==> src/rtl/tt_um_carry_select_if.sv <==
// Pin bundle of the 8-in/8-out user project: packed operands in, flags and sum out.
interface tt_um_carry_select_if;
    logic [7:0] ui_in;
    logic [7:0] uo_out;

    modport master (output ui_in, input uo_out);
    modport slave  (input ui_in, output uo_out);
endinterface

==> src/rtl/tt_um_carry_select.sv <==
// 4-bit carry-select adder, two 2-bit groups, one-cycle registered result.
// uo_out = {2'b00, low-group carry, final carry, sum}.
module tt_um_carry_select (
    input  logic                    clk,
    input  logic                    rst,
    tt_um_carry_select_if.slave     bus
);
    localparam int unsigned WIDTH = 4;
    localparam int unsigned GROUP = 2;
    localparam int unsigned OUT_W = 8;

    logic [WIDTH-1:0] a;
    logic [WIDTH-1:0] b;
    logic [GROUP-1:0] s_lo;
    logic [GROUP-1:0] s_hi0;
    logic [GROUP-1:0] s_hi1;
    logic [GROUP-1:0] s_hi;
    logic             c0;
    logic             k0;
    logic             k1;
    logic             c1;
    logic [OUT_W-1:0] result_q;

    assign a = bus.ui_in[WIDTH-1:0];
    assign b = bus.ui_in[OUT_W-1:WIDTH];

    tt_um_carry_select_rca2 u_lo (
        .a     (a[GROUP-1:0]),
        .b     (b[GROUP-1:0]),
        .cin   (1'b0),
        .s_c   (s_lo),
        .co_c  (c0)
    );

    // High group is evaluated for both carry-ins so only the mux waits on c0
    tt_um_carry_select_rca2 u_hi0 (
        .a     (a[WIDTH-1:GROUP]),
        .b     (b[WIDTH-1:GROUP]),
        .cin   (1'b0),
        .s_c   (s_hi0),
        .co_c  (k0)
    );

    tt_um_carry_select_rca2 u_hi1 (
        .a     (a[WIDTH-1:GROUP]),
        .b     (b[WIDTH-1:GROUP]),
        .cin   (1'b1),
        .s_c   (s_hi1),
        .co_c  (k1)
    );

    tt_um_carry_select_mux2 u_sel (
        .sel   (c0),
        .s0    (s_hi0),
        .k0    (k0),
        .s1    (s_hi1),
        .k1    (k1),
        .s_c   (s_hi),
        .k_c   (c1)
    );

    always_ff @(posedge clk) begin
        if (rst) begin
            result_q <= '0;
        end else begin
            result_q <= {2'b00, c0, c1, s_hi, s_lo};
        end
    end

    assign bus.uo_out = result_q;
endmodule

// Single-bit full adder cell.
module tt_um_carry_select_fa (
    input  logic a,
    input  logic b,
    input  logic cin,
    output logic s_c,
    output logic co_c
);
    assign s_c  = a ^ b ^ cin;
    assign co_c = (a & b) | (cin & (a ^ b));
endmodule

// 2-bit ripple adder built from two full-adder cells.
module tt_um_carry_select_rca2 (
    input  logic [1:0] a,
    input  logic [1:0] b,
    input  logic       cin,
    output logic [1:0] s_c,
    output logic       co_c
);
    logic c_mid;

    tt_um_carry_select_fa u_fa0 (
        .a    (a[0]),
        .b    (b[0]),
        .cin  (cin),
        .s_c  (s_c[0]),
        .co_c (c_mid)
    );

    tt_um_carry_select_fa u_fa1 (
        .a    (a[1]),
        .b    (b[1]),
        .cin  (c_mid),
        .s_c  (s_c[1]),
        .co_c (co_c)
    );
endmodule

// 2:1 select of a 2-bit group sum together with its carry.
module tt_um_carry_select_mux2 (
    input  logic       sel,
    input  logic [1:0] s0,
    input  logic       k0,
    input  logic [1:0] s1,
    input  logic       k1,
    output logic [1:0] s_c,
    output logic       k_c
);
    assign s_c = sel ? s1 : s0;
    assign k_c = sel ? k1 : k0;
endmodule

==> src/flat_wrapper.sv <==
// flat-port wrapper written by rule: the top's interface ports become plain ports
module tt_um_carry_select_flat 
  (clk, rst, bus_ui_in, bus_uo_out);
  tt_um_carry_select_if bus_i ();
  input  logic clk;
  input  logic rst;
  input wire logic [$bits(bus_i.ui_in)-1:0] bus_ui_in;
  output wire logic [$bits(bus_i.uo_out)-1:0] bus_uo_out;
  assign bus_i.ui_in = bus_ui_in;
  assign bus_uo_out = bus_i.uo_out;
  tt_um_carry_select u_core (.clk(clk), .rst(rst), .bus(bus_i));
endmodule
==> config.mk <==
export PLATFORM = sky130hd
export DESIGN_NAME = tt_um_carry_select_flat
export DESIGN_NICKNAME = d
export VERILOG_FILES = /design/src/rtl/tt_um_carry_select_if.sv /design/src/rtl/tt_um_carry_select.sv /design/src/flat_wrapper.sv
export SDC_FILE = /design/constraint.sdc
export NUM_CORES = 1
export LEC_CHECK = 0
export ABC_AREA = 1
export BUFFER_PORTS_ARGS = -buffer_cell sky130_fd_sc_hd__buf_2
export CAP_MARGIN = 5
export CORE_AREA = 2 2 39 41
export CTS_CLUSTER_DIAMETER = 60
export DETAILED_ROUTE_END_ITERATION = 12
export DIE_AREA = 0 0 41 43
export PLACE_DENSITY_LB_ADDON = 0.25
export SETUP_SLACK_MARGIN = 0.15
export SLEW_MARGIN = 20
export SYNTH_ARGS = -nofsm -noshare
export SYNTH_HDL_FRONTEND = slang
export SYNTH_SLANG_ARGS = --single-unit
==> constraint.sdc <==
create_clock -name clk -period 4.4 [get_ports clk]
set_input_delay 0.44 -clock clk [delete_from_list [all_inputs] [get_ports clk]]
set_output_delay 0.44 -clock clk [all_outputs]
set_load 0.02 [all_outputs]
==> summary.txt <==
Static Leak -> 0.239 nW
Status -> finished, final reports clean
Clock transition at path regs -> 40 ps
Number of fill cells -> 162
Peak VDD IR -> 0.0000645 V
Synthesis Warnings -> 0
GRT overflow -> 0
Wire per inst -> 6.55 um
IO buf count -> 15
First-pass GRT wire length -> 724 um
#FFs+latches synth -> 6
Max_cap viols -> 0
Setup Total Neg Slack -> 0 ps
Antenna viol nets, final -> 0
Number of global-route vias before repair -> 186
Via count -> 231
Post-route core utilization -> 28.7%
Synth top area share -> 41.4%
CP Data Required Time -> 4580 ps
Root buffer cell -> clkbuf_4
Period Utilization, post-route -> 40.0%
CP arrival -> 1940 ps
Worst Hold Class -> input pin to register
IO Count -> 18
Mean Syn Cell Area -> 8.80 sq um
Total inserted antenna cells -> 0
CTS Buffer Depth -> 2
Fraction of registers with async set/reset -> 0%
CTS Sinks -> 6
GRT Total Usage -> 6.93%
Die span in x -> 41 um
Unrepaired setup endpoints after global routing -> false
Die area -> 1760 sq um
Hold buffer count at cts -> 0
Pre-CTS setup slack -> 2380 ps
Max H-tree Level -> 1
Post-synthesis cell type count -> 11
DP Wirelength -> 355 um
Final setup violation count -> 0
Ranking of synthesized cells by area -> dfxtp_1, fa_1, ha_1
Final WS setup -> 2640 ps
CTS tree -> done
Synth Flop Type -> dfxtp_1
Initial Util -> 21.0%
DR iter-0 viols -> 1
CTS buffer count -> 3
Fmax -> 568 MHz
Initial antenna violation count -> 0
Post-Syn Instances -> 33
Power per Cell Area -> 351 nW/um^2
Core area -> 1380 sq um
P&R area growth vs syn -> 36.6%
Post-Route WL -> 432 um
Fin. max-slew vios -> 0
Die Span Y -> 43 um
EDFF count, synth -> 0
Largest register FFs -> 6
Post-CTS sizing -> 0
Postcts setup bufs -> 0
Worst Setup Path Type -> input pin to register
Capturing element type of the critical path -> register
Maximum fanout along the worst path -> 5
# DRC -> 0
DR vias/cell -> 3.50
GPL Wtd Cong -> 0.560
Most frequent cell after synthesis -> inv_1
Most frequent cells after synthesis -> inv_1, dfxtp_1, nor2_1
Synthesized cell area -> 290 sq um
Startpoint types -> input pin
Sequential area share after synthesis -> 41.4%
Largest net degree at the start of global routing -> 7
Nets -> 67
Hold_ws -> 454 ps
Period minus WS final -> 1760 ps
Fin. Hold Viols -> 0
Detailed Routing Iterations Pass 1 -> 3
Site row count -> 14
Layout cells sized above 1 -> 38.0%
Cell type with the largest total area after synthesis -> dfxtp_1
-- where the power goes --
part / total, mW / internal, mW / switching (mW) / leakage (nW)
registers: 0.0607 / 0.0597 / 0.000982 / 0.0500
logic: 0.0293 / 0.0114 / 0.0180 / 0.176
clock network: 0.0492 / 0.0308 / 0.0185 / 0.0138
total: 0.139 / 0.102 / 0.0374 / 0.239
-- final timing paths --
kind / from / endpoint / slack (ps) / cells past startpoint
setup / recovery: bus_ui_in[0] / u_core.bus.uo_out[3] / 2640 / 6
hold / removal: rst / u_core.bus.uo_out[1] / 450 / 2
-- logic make-up after synthesis --
logic type,count (synthesis),synth area share [%]
buffers and inverters,11,16.8
AND/OR/NAND/NOR,8,10.3
flip-flops,6,41.4
adder cells (fa/ha/maj),5,26.7
AO/OA/AOI/OAI,2,3.44
other,1,1.29
-- metrics by stage --
step / power [mW] / cell area, sq um / cells
after detailed placement: 0.0916 / 374 / 63
after global routing: 0.152 / 397 / 66
after CTS: 0.142 / 397 / 66
after floorplan: 0.0815 / 294 / 34
after global placement: 0.0915 / 374 / 63
final: 0.139 / 397 / 66
-- per-layer routing --
metal  track usage (%)  vias up  share of wire, %
li1                  -      124                 -
met3              3.14        4                13
met5                 0        -                 0
met2              8.44       13                36
met1              6.75       90                43
met4              10.0        0               7.6
-- critical path: stages --
cell and delay [ps]:
buf_2 100, ha_1 200, fa_1 430, o21ai_0 240
fa_1 440, nor2_1 80
-- final cells by class --
type | count | area [sq um] | area share, %
Timing Repair Buffer | 15 | 75.1 | 18.9
Tap cell | 16 | 20.0 | 5.05
Inverter | 9 | 33.8 | 8.52
Sequential cell | 6 | 120 | 30.3
Multi-Input combinational cell | 17 | 125 | 31.5
Clock buffer | 3 | 22.5 | 5.68
-- layout by cell type (no fill, tap or decap) --
cell and count:
o21ai_0 1, dfxtp_1 6, nor2_1 6, inv_1 8, buf_2 15, ha_1 3
conb_1 2, fa_1 2, inv_2 1, nand2_1 2, clkbuf_4 3, o21ai_1 1
Note: power is estimated with default switching activity, not from simulation.
